### src/rtl/core_pkg.sv
// Shared definitions for the RV32I core front end: fetch FSM states,
// the buffered fetch entry and the architectural constants used by fetch.
package core_pkg;

  localparam int          ILEN             = 32;
  localparam logic [31:0] NOP              = 32'h0000_0013;  // addi x0, x0, 0
  localparam logic [31:0] RESET_PC_DEFAULT = 32'h0000_0000;

  // Fetch sequencer states.
  //   IDLE  : one cycle after reset before the first request
  //   REQ   : presenting (or waiting for room to present) a request
  //   WAIT  : one request outstanding, its data will be kept
  //   DRAIN : one request outstanding, its data will be thrown away
  typedef enum logic [1:0] {
    IDLE  = 2'd0,
    REQ   = 2'd1,
    WAIT  = 2'd2,
    DRAIN = 2'd3
  } fetch_state_e;

  // One buffered instruction together with the address it was fetched from.
  typedef struct packed {
    logic [ILEN-1:0] pc;
    logic [ILEN-1:0] instr;
  } fetch_entry_t;

endpackage

### src/rtl/fetch_unit_if.sv
// Bundle of the fetch unit's bus-level signals: instruction memory
// request/response, decode valid/ready and the execute redirect.
// The master side is the fetch unit; the slave side is its environment.
interface fetch_unit_if #(
  parameter int XLEN = 32
);

  // Instruction memory request/response
  logic            imemReq;
  logic [XLEN-1:0] imemAddr;
  logic            imemRdy;
  logic            imemRvalid;
  logic [XLEN-1:0] imemRdata;

  // Delivery to decode
  logic            instrValid;
  logic [XLEN-1:0] instr;
  logic [XLEN-1:0] instrPc;
  logic            instrReady;

  // Redirect from execute and fault status
  logic            pcSrc;
  logic [XLEN-1:0] pcTarget;
  logic            fetchFault;

  modport master (
    output imemReq, imemAddr,
    input  imemRdy, imemRvalid, imemRdata,
    output instrValid, instr, instrPc,
    input  instrReady,
    input  pcSrc, pcTarget,
    output fetchFault
  );

  modport slave (
    input  imemReq, imemAddr,
    output imemRdy, imemRvalid, imemRdata,
    input  instrValid, instr, instrPc,
    output instrReady,
    output pcSrc, pcTarget,
    input  fetchFault
  );

endinterface

### src/rtl/fetch_buffer.sv
// Two-entry FIFO of {pc, instr} between instruction memory and decode.
// Flush has priority over push and pop in the same cycle.
module fetch_buffer
  import core_pkg::*;
(
  input  logic         clk,
  input  logic         resetN,
  input  logic         push,
  input  fetch_entry_t push_data,
  input  logic         pop,
  input  logic         flush,
  output fetch_entry_t head,
  output logic [1:0]   count,
  output logic         empty,
  output logic         full
);

  fetch_entry_t mem [2];
  logic         wr_ptr;
  logic         rd_ptr;
  logic         do_push;
  logic         do_pop;

  assign empty   = (count == 2'd0);
  assign full    = (count == 2'd2);
  assign do_push = push && !flush && !full;
  assign do_pop  = pop  && !flush && !empty;
  assign head    = mem[rd_ptr];

  // Pointer and occupancy bookkeeping.
  always_ff @(posedge clk or negedge resetN) begin
    // NOTE: sequential state uses non-blocking assignments only, so every
    // flop samples its inputs from before the edge regardless of order.
    if (!resetN) begin
      wr_ptr <= 1'b0;
      rd_ptr <= 1'b0;
      count  <= 2'd0;
    end else if (flush) begin
      wr_ptr <= 1'b0;
      rd_ptr <= 1'b0;
      count  <= 2'd0;
    end else begin
      if (do_push) wr_ptr <= ~wr_ptr;
      if (do_pop)  rd_ptr <= ~rd_ptr;
      case ({do_push, do_pop})
        2'b10:   count <= count + 2'd1;
        2'b01:   count <= count - 2'd1;
        default: count <= count;
      endcase
    end
  end

  // Entry storage.
  always_ff @(posedge clk) begin
    // NOTE: storage is deliberately not reset; occupancy is tracked by
    // count, and an empty slot is never presented downstream.
    if (do_push) mem[wr_ptr] <= push_data;
  end

endmodule

### src/rtl/fetch_unit.sv
// Instruction fetch front end of the RV32I core. Owns the PC, issues one
// word request at a time to instruction memory, buffers returned words in a
// two-entry queue and hands them to decode over valid/ready. A redirect from
// execute flushes the queue and discards any response already in flight.
// Optional build macro FETCH_MISALIGN_CHECK_EN: a redirect to a target that
// is not word aligned raises a sticky fetchFault and halts fetching;
// without it the low two target bits are ignored and fetchFault reads 0.
module fetch_unit
  import core_pkg::*;
#(
  parameter int              XLEN     = ILEN,
  parameter logic [XLEN-1:0] RESET_PC = RESET_PC_DEFAULT
)(
  input  logic         clk,
  input  logic         resetN,
  fetch_unit_if.master bus
);

  localparam logic [XLEN-1:0] WORD_MASK = {{(XLEN-2){1'b1}}, 2'b00};
  localparam logic [XLEN-1:0] PC_STEP   = XLEN'(4);

  fetch_state_e    state_q, state_d;
  logic [XLEN-1:0] pc_q, pc_d;
  logic [XLEN-1:0] inflight_pc_q, inflight_pc_d;
  logic            pend_q, pend_d;
  logic [XLEN-1:0] pend_target_q, pend_target_d;

  logic [XLEN-1:0] redirect_target;
  logic            outstanding;
  logic            fault;
  logic            req;
  logic            accept;
  logic            buf_push;
  logic            buf_pop;
  logic            buf_flush;
  fetch_entry_t    buf_in;
  fetch_entry_t    buf_head;
  logic [1:0]      buf_count;
  logic            buf_empty;
  logic            buf_full;

  assign redirect_target = bus.pcTarget & WORD_MASK;
  assign outstanding     = (state_q == WAIT) || (state_q == DRAIN);

  // A request already on the bus (pend_q) is never withdrawn, even after a
  // fault; otherwise a new one needs room for its data in the queue.
  assign req = (state_q == REQ) &&
               (pend_q || (!fault &&
                (({1'b0, buf_count} + {2'b00, outstanding}) < 3'd2)));
  assign accept = req && bus.imemRdy;

  // The redirect wins over any decode handshake in the same cycle.
  assign buf_flush = bus.pcSrc;
  assign buf_pop   = bus.instrValid && bus.instrReady && !bus.pcSrc;
  assign buf_in    = '{pc: inflight_pc_q, instr: bus.imemRdata};

`ifdef FETCH_MISALIGN_CHECK_EN
  logic fault_q;

  // Sticky fault on a redirect to a non-word-aligned target.
  always_ff @(posedge clk or negedge resetN) begin
    if (!resetN) begin
      fault_q <= 1'b0;
    end else if (bus.pcSrc && (bus.pcTarget[1:0] != 2'b00)) begin
      fault_q <= 1'b1;
    end
  end

  assign fault = fault_q;
`else
  assign fault = 1'b0;
`endif

  // Sequencer state, PC and pending-redirect registers.
  always_ff @(posedge clk or negedge resetN) begin
    if (!resetN) begin
      state_q       <= IDLE;
      pc_q          <= RESET_PC;
      inflight_pc_q <= RESET_PC;
      pend_q        <= 1'b0;
      pend_target_q <= RESET_PC;
    end else begin
      state_q       <= state_d;
      pc_q          <= pc_d;
      inflight_pc_q <= inflight_pc_d;
      pend_q        <= pend_d;
      pend_target_q <= pend_target_d;
    end
  end

  // Next-state logic: request issue, response capture and redirect handling.
  always_comb begin
    // NOTE: every output of this block gets a default first, so no path
    // leaves a variable unassigned and no latch is inferred.
    state_d       = state_q;
    pc_d          = pc_q;
    inflight_pc_d = inflight_pc_q;
    pend_d        = pend_q;
    pend_target_d = pend_target_q;
    buf_push      = 1'b0;

    unique case (state_q)
      IDLE: begin
        state_d = REQ;
        if (bus.pcSrc) pc_d = redirect_target;
      end

      REQ: begin
        if (accept) begin
          inflight_pc_d = pc_q;
          pend_d        = 1'b0;
          if (bus.pcSrc) begin
            state_d = DRAIN;
            pc_d    = redirect_target;
          end else if (pend_q) begin
            state_d = DRAIN;
            pc_d    = pend_target_q;
          end else begin
            state_d = WAIT;
            pc_d    = pc_q + PC_STEP;
          end
        end else if (bus.pcSrc) begin
          // Keep imemAddr stable while a request is on the bus; remember
          // the target and take it once the old address is accepted.
          if (req) begin
            pend_d        = 1'b1;
            pend_target_d = redirect_target;
          end else begin
            pc_d = redirect_target;
          end
        end
      end

      WAIT: begin
        if (bus.pcSrc) begin
          pc_d = redirect_target;
          // A response landing with the redirect is dropped here and
          // completes the transaction; otherwise wait for it in DRAIN.
          state_d = bus.imemRvalid ? REQ : DRAIN;
        end else if (bus.imemRvalid) begin
          buf_push = !buf_full;
          state_d  = REQ;
        end
      end

      DRAIN: begin
        if (bus.pcSrc)       pc_d    = redirect_target;
        if (bus.imemRvalid)  state_d = REQ;
      end

      default: state_d = IDLE;
    endcase
  end

  fetch_buffer u_buffer (
    .clk       (clk),
    .resetN    (resetN),
    .push      (buf_push),
    .push_data (buf_in),
    .pop       (buf_pop),
    .flush     (buf_flush),
    .head      (buf_head),
    .count     (buf_count),
    .empty     (buf_empty),
    .full      (buf_full)
  );

  assign bus.imemReq    = req;
  assign bus.imemAddr   = pc_q & WORD_MASK;
  assign bus.instrValid = !buf_empty;
  assign bus.instr      = buf_empty ? NOP      : buf_head.instr;
  assign bus.instrPc    = buf_empty ? RESET_PC : buf_head.pc;
  assign bus.fetchFault = fault;

endmodule

### src/flat_wrapper.sv
// flat-port wrapper written by rule: the top's interface ports become plain ports
module fetch_unit_flat import core_pkg::*;
#(
  parameter int              XLEN     = ILEN,
  parameter logic [XLEN-1:0] RESET_PC = RESET_PC_DEFAULT
)
  (clk, resetN, bus_imemReq, bus_imemAddr, bus_imemRdy, bus_imemRvalid, bus_imemRdata, bus_instrValid, bus_instr, bus_instrPc, bus_instrReady, bus_pcSrc, bus_pcTarget, bus_fetchFault);
  fetch_unit_if #(.XLEN(XLEN)) bus_i ();
  input  logic clk;
  input  logic resetN;
  output wire logic [$bits(bus_i.imemReq)-1:0] bus_imemReq;
  output wire logic [$bits(bus_i.imemAddr)-1:0] bus_imemAddr;
  input wire logic [$bits(bus_i.imemRdy)-1:0] bus_imemRdy;
  input wire logic [$bits(bus_i.imemRvalid)-1:0] bus_imemRvalid;
  input wire logic [$bits(bus_i.imemRdata)-1:0] bus_imemRdata;
  output wire logic [$bits(bus_i.instrValid)-1:0] bus_instrValid;
  output wire logic [$bits(bus_i.instr)-1:0] bus_instr;
  output wire logic [$bits(bus_i.instrPc)-1:0] bus_instrPc;
  input wire logic [$bits(bus_i.instrReady)-1:0] bus_instrReady;
  input wire logic [$bits(bus_i.pcSrc)-1:0] bus_pcSrc;
  input wire logic [$bits(bus_i.pcTarget)-1:0] bus_pcTarget;
  output wire logic [$bits(bus_i.fetchFault)-1:0] bus_fetchFault;
  assign bus_imemReq = bus_i.imemReq;
  assign bus_imemAddr = bus_i.imemAddr;
  assign bus_i.imemRdy = bus_imemRdy;
  assign bus_i.imemRvalid = bus_imemRvalid;
  assign bus_i.imemRdata = bus_imemRdata;
  assign bus_instrValid = bus_i.instrValid;
  assign bus_instr = bus_i.instr;
  assign bus_instrPc = bus_i.instrPc;
  assign bus_i.instrReady = bus_instrReady;
  assign bus_i.pcSrc = bus_pcSrc;
  assign bus_i.pcTarget = bus_pcTarget;
  assign bus_fetchFault = bus_i.fetchFault;
  fetch_unit #(.XLEN(XLEN), .RESET_PC(RESET_PC)) u_core (.clk(clk), .resetN(resetN), .bus(bus_i));
endmodule
### config.mk
export PLATFORM = sky130hd
export DESIGN_NAME = fetch_unit_flat
export DESIGN_NICKNAME = d
export VERILOG_FILES = /design/src/rtl/core_pkg.sv /design/src/rtl/fetch_unit_if.sv /design/src/rtl/fetch_buffer.sv /design/src/rtl/fetch_unit.sv /design/src/flat_wrapper.sv
export SDC_FILE = /design/constraint.sdc
export NUM_CORES = 1
export LEC_CHECK = 0
export BUFFER_PORTS_ARGS = -buffer_cell sky130_fd_sc_hd__buf_2
export CORE_MARGIN = 2
export CORE_UTILIZATION = 45
export DETAILED_ROUTE_END_ITERATION = 10
export PLACE_DENSITY = 0.64
export REMOVE_ABC_BUFFERS = 1
export SYNTH_ARGS = -nofsm -noshare
export SYNTH_HDL_FRONTEND = slang
export SYNTH_HIERARCHICAL = 1
export SYNTH_SLANG_ARGS = --single-unit
### constraint.sdc
create_clock -name clk -period 8.5 [get_ports clk]
set_input_delay 1.275 -clock clk [delete_from_list [all_inputs] [get_ports clk]]
set_output_delay 1.275 -clock clk [all_outputs]
set_load 0.005 [all_outputs]
==> metrics, run 1 <==
outcome=finished, final reports clean; Fillers=1897; drt first-iter violations=436; TritonCTS clock tree=built; Final nets=959; Final TNS setup=0 ns; count leader, synth=edfxtp_1; GP Congestion=0.7863; core area=0.02182 sq mm; Data required, critical path=7.22 ns; initial antenna violation count=1; Final Util=54.26%; largest net degree at the start of global routing=66; EDFF count, synth=128; Clock transition at path regs=0.06 ns; final wirelength=22.36 mm; initial core utilization=45.77%; final setup fails=0; Most used DFF post-synth=edfxtp_1; H-tree lvl count=1; period utilization=43.71%; HP Class=reg2reg; Die ar.=0.02341 sq mm; unrepaired setup endpoints after global routing=false; Post-CTS Hold Fix Bufs=0; clock root buffer=clkbuf_16; slew at the pin closest to its max-slew limit=0.9976 ns; clk_skew=0.008172 ns; worst-path maximum fanout=48; clk buf depth=3; Clk Latency, worst-skew pair=0.50 ns; drt first pass iters=5; placed instance area=0.01106 sq mm; Area Overhead vs Synth=18.54%; Residual DRC=0; area of the multi-input gates=0.003515 sq mm; CP Launch Type=flop; FP Rows=54; Non-Filler Cell Area, Final=0.01184 sq mm; Lkg Pwr=0.004611 uW; io pins=169; Syn Area/Cell=13.78 sq um; post-CTS resize count=0; Port-buffer cells=163; Num CTS Buffers=25; sequential area share after synthesis=62.78%; Via density=5.405; Routed Antenna Nets=0; synth unique cells=72; post-CTS setup buffers=0; layout cells sized above 1=39.96%; hpwl dp=14.28 mm; critical path arrival=2.44 ns; wire length per cell=18.84 um; Synth Register Bits=225; fraction of registers with async set/reset=43.11%; share of the synthesized area in the top cell type=38.48%; FMAX=0.2692 GHz; dominant cells by area after synthesis=edfxtp_1 38%, dfrtp_1 24%, mux2_2 14%, nor2b_1 3.8%, nand2_1 1.7%; first-pass GRT wire length=35.51 mm; synth warn=6; Final min period=3.715 ns; Cell Area, Synth=0.009990 sq mm; register area=0.006275 sq mm; global-route usage over all layers=18.94%; Fin. Hold Viols=0; top post-synthesis cells by count=128 x edfxtp_1, 122 x mux2_2, 97 x dfrtp_1; number of global-route vias before repair=6433; Post-Syn Instances=725; die span in x=153.0 um; post-synth top area cell=edfxtp_1; max_cap viols=0; CTS Sinks=225; CP Class=reg2out; Critical Path End Type=primary output; Max VDD drop=0.1771 mV; Vias=6416; chip height=153.0 um; GR Overflow Total=0; Rel. slew slack=33.49%; Final Slew Violations=0; Pwr Density=260.1 mW/mm^2
power by group:
part           switching, uW  leakage, uW  internal (uW)  total (uW)
Sequential               193      0.00231           1370        1570
Combinational            243      0.00193            257         500
Clock                    414     0.000373            601        1010
Total                    850      0.00461           2230        3080
routing by layer:
metal  global-route usage [%]  share of wire (%)
met3                    3.005                5.2
met4                    4.674                1.8
met5                        0                  0
met1                    27.80                 46
met2                    29.79                 47
registers in the layout, indices dropped and copies added (netlist names):
signal and count:
u_core/u_buffer/mem 128, u_core/inflight_pc_q 30, u_core/pc_q 30, u_core/pend_target_q 30, u_core/state_q 2, u_core/u_buffer/count 2
u_core/pend_q 1, u_core/u_buffer/rd_ptr 1, u_core/u_buffer/wr_ptr 1
stage by stage:
step | cells | setup slack (ns) | power, uW | hold WS [ns]
after CTS | 1186 | 4.708 | 3110 | 0.4669
after detailed placement | 1141 | 4.393 | 2088 | 0.4510
final | 1187 | 4.785 | 3080 | 0.4640
after global routing | 1187 | 4.583 | 3241 | 0.4807
after global placement | 1141 | 4.438 | 2067 | 0.4435
after floorplan | 689 | 1.010 | 1854 | 0.4366
kinds of logic (layout without fill, tap and decap cells):
family	count (synthesis)	count (layout)	share of synthesized area, %
buffers and inverters	51	226	2.568
muxes	124	124	13.97
other	1	8	0.03754
xor gates and xnor gates	16	16	1.403
and+or+nand+nor	207	207	12.07
AOI/OAI and AO/OA	100	100	7.052
adders and majority gates	1	1	0.1252
DFF	225	225	62.78
cell type report:
type,count,share of cell area (%)
multi-input cells,455,29.68
clock inverters,9,0.6974
inverters,9,0.2853
well taps,280,2.959
clock buffers,36,5.885
repair buffers,172,7.481
diodes,1,0.02113
flip-flops and latches,225,52.99
cells in the final DEF (no fill, tap or decap), drive strengths merged, types with 7 or more instances in the layout:
cell / Yosys / routed
inv: 9 / 10
a21oi: 19 / 19
and4: 7 / 7
nor2: 23 / 23
nand4: 11 / 11
xnor2: 10 / 10
nand3: 15 / 15
buf: 30 / 172
nor2b: 63 / 63
mux2: 123 / 123
dfrtp: 97 / 97
edfxtp: 128 / 128
nand2: 44 / 44
o21ai: 24 / 24
nor3: 7 / 7
and3: 8 / 8
clkbuf: 12 / 36
conb: 1 / 7
o22ai: 9 / 9
critical path, cell delays in order, from the launching register on:
cell and delay (ns):
dfrtp_1 0.49, nor2_4 0.54, buf_4 0.55, or2_2 0.21
buf_2 0.10
path summary, 6_finish.rpt:
kind                                                from                    endpoint  slack, ns  cells after the start
worst max-delay path            u_core/u_buffer/count[1]                bus_instr[1]       4.78                      4
worst min-delay path            u_core/inflight_pc_q[15]  u_core/u_buffer/mem[1][47]       0.46                      0
worst max register to register  u_core/u_buffer/count[1]  u_core/u_buffer/mem[1][27]       5.38                      5
worst min register to register  u_core/inflight_pc_q[15]  u_core/u_buffer/mem[1][47]       0.46                      0
max in group asynchronous                         resetN    u_core/pend_target_q[19]       6.57                      2
min in group asynchronous                         resetN    u_core/pend_target_q[30]       0.75                      1
Note: power is estimated with default switching activity, not from simulation.
==> inputs of run 2 (changes only) <==
clock period = 3.8 ns   (was 8.5 ns; I/O delays follow)
==> run 2 against run 1 <==
Critical endpoint is now bus_instr[4]; first-iteration DRC count fell by 4.1%; die area did not move; clock skew fell by 0.00093 ns; sequential power rose by 120%; sequential cell count did not move; clock power rose to 2.5 times the previous value; critical path type unchanged; clock-buffer cell count fell by 11; largest cell class unchanged; combinational power rose by 130%; via count rose by 1.0%; sequential share of layout area fell by 0.89 points; non-clock buffer count rose by 11.
==> metrics, run 2 (same netlist as run 1, synthesis figures left out) <==
critical path arrival=2.40 ns; Pwr Density=597.8 mW/mm^2; Post-CTS Hold Fix Bufs=0; period utilization=78.26%; Residual DRC=0; most common cell after layout, fill and taps aside=buf_2; placed insts=1152; post-CTS setup buffers=0; Routed Antenna Nets=0; clk buf depth=3; Non-Filler Cell Area, Final=0.01204 sq mm; Largest register FFs=128; CP peak stage delay=1.02 ns; number of global-route vias before repair=6389; CP Launch Type=flop; Rel. slew slack=33.56%; Num CTS Buffers=24; Data required, critical path=3.23 ns; slowest CP cell=dfrtp_4; die span in x=153.0 um; io pins=169; drt first pass iters=5; GP Congestion=0.8046; global-route usage over all layers=18.96%; Vias=6481; initial core utilization=45.77%; hpwl dp=14.62 mm; TritonCTS clock tree=built; FMAX=0.3362 GHz; max_cap viols=0; Port-buffer cells=163; unrepaired setup endpoints after global routing=false; drt first-iter violations=418; CTS Sinks=225; layout cells sized above 1=41.38%; final setup fails=0; Via density=5.414; Final min period=2.974 ns; largest net degree at the start of global routing=66; chip height=153.0 um; Clk Latency, worst-skew pair=0.51 ns; Cell Count, Final, Fillers Out=1197; Final Slew Violations=0; final wirelength=22.68 mm; first-pass GRT wire length=35.51 mm; most frequent cells in the layout=162 x buf_2, 128 x edfxtp_1, 122 x mux2_2; worst-path maximum fanout=65; Die ar.=0.02341 sq mm; Final nets=969; Lkg Pwr=0.004735 uW; post-CTS resize count=0; H-tree lvl count=1; FP Rows=54; clock root buffer=clkbuf_16; Cell Chain, Critical Path=mux2_2, or2_2, buf_2; outcome=finished, final reports clean; Clock transition at path regs=0.06 ns; Area Overhead vs Synth=20.55%; initial antenna violation count=1; GR Overflow Total=0; wire length per cell=18.94 um; Largest Register=u_core/u_buffer/mem; Max VDD drop=0.3858 mV; slew at the pin closest to its max-slew limit=0.9966 ns; core area=0.02182 sq mm; CP Class=reg2out; clk_skew=0.007238 ns; Total Power=7199 uW; Critical Path End Type=primary output; placed instance area=0.01116 sq mm; Fin. Hold Viols=0; HP Class=in2async
-- run 2: cell types whose count changed in the layout (fill, tap and decap cells not counted) --
cell        previous run  this run
bufinv_16              1         6
clkinv_2               3         9
clkinv_4               0         1
inv_8                  1         0
clkinvlp_4             3         2
buf_12                 0         2
nor3_2                 3         2
clkbuf_8               3         0
nor3_1                 4         5
buf_4                 10        19
clkbuf_1               8         0
-- run 2: final timing paths --
check / startpoint / to / slack [ns] / cells past startpoint
max in group asynchronous: resetN / u_core/inflight_pc_q[20] / 2.86 / 2
min in group clk: bus_imemRdata[27] / u_core/u_buffer/mem[0][27] / 0.26 / 1
worst min-delay path: resetN / u_core/pend_target_q[28] / 0.13 / 1
worst max-delay path: u_core/u_buffer/rd_ptr / bus_instr[4] / 0.83 / 3
worst max register to register: u_core/u_buffer/count[1] / u_core/u_buffer/mem[1][25] / 1.20 / 6
worst min register to register: u_core/inflight_pc_q[27] / u_core/u_buffer/mem[1][59] / 0.46 / 0
-- run 2: layout make-up --
| class | instances | area, sq um |
|---|---|---|
| Multi-Input combinational cell | 455 | 3510 |
| Inverter | 9 | 33.78 |
| Clock inverter | 19 | 252.7 |
| Timing Repair Buffer | 183 | 993.5 |
| Tap cell | 280 | 350.3 |
| Fill cell | 1879 | 9781 |
| Antenna cell | 1 | 2.502 |
| Clock buffer | 25 | 625.6 |
| Sequential cell | 225 | 6275 |
-- run 2: power breakdown --
group / internal, uW / switching, uW / leakage [uW]
Combinational: 590 / 555 / 0.00199
Clock: 1600 / 956 / 0.000434
Sequential: 3070 / 424 / 0.00231
-- run 2: stage by stage --
step	utilization (%)	hold WS (ns)	setup WS, ns	TNS, ns
4_1_cts	55.17	0.1666	0.7783	0
3_3_place_gp	51.15	0.4435	1.084	0
5_1_grt	55.18	0.1841	0.7404	0
3_5_place_dp	51.15	0.4514	1.068	0
2_1_floorplan	-	0.2744	-3.015	-363.28
6_report	55.18	0.1256	0.8260	0
-- run 2: per-layer routing --
metal	vias to the layer above	share of wire, %	track usage [%]
met3	23	6.4	2.920
met4	0	1.3	3.968
met5	-	0	0
met2	221	47	30.96
met1	3204	45	27.17
li1	3033	-	-
-- run 2: critical path, delay by kind of cell, from the launching register on --
kind | cells | cell delay [ns]
flip-flops | 1 | 1.02
buffers and inverters | 1 | 0.12
AND/OR/NAND/NOR | 1 | 0.26
multiplexers | 1 | 0.41
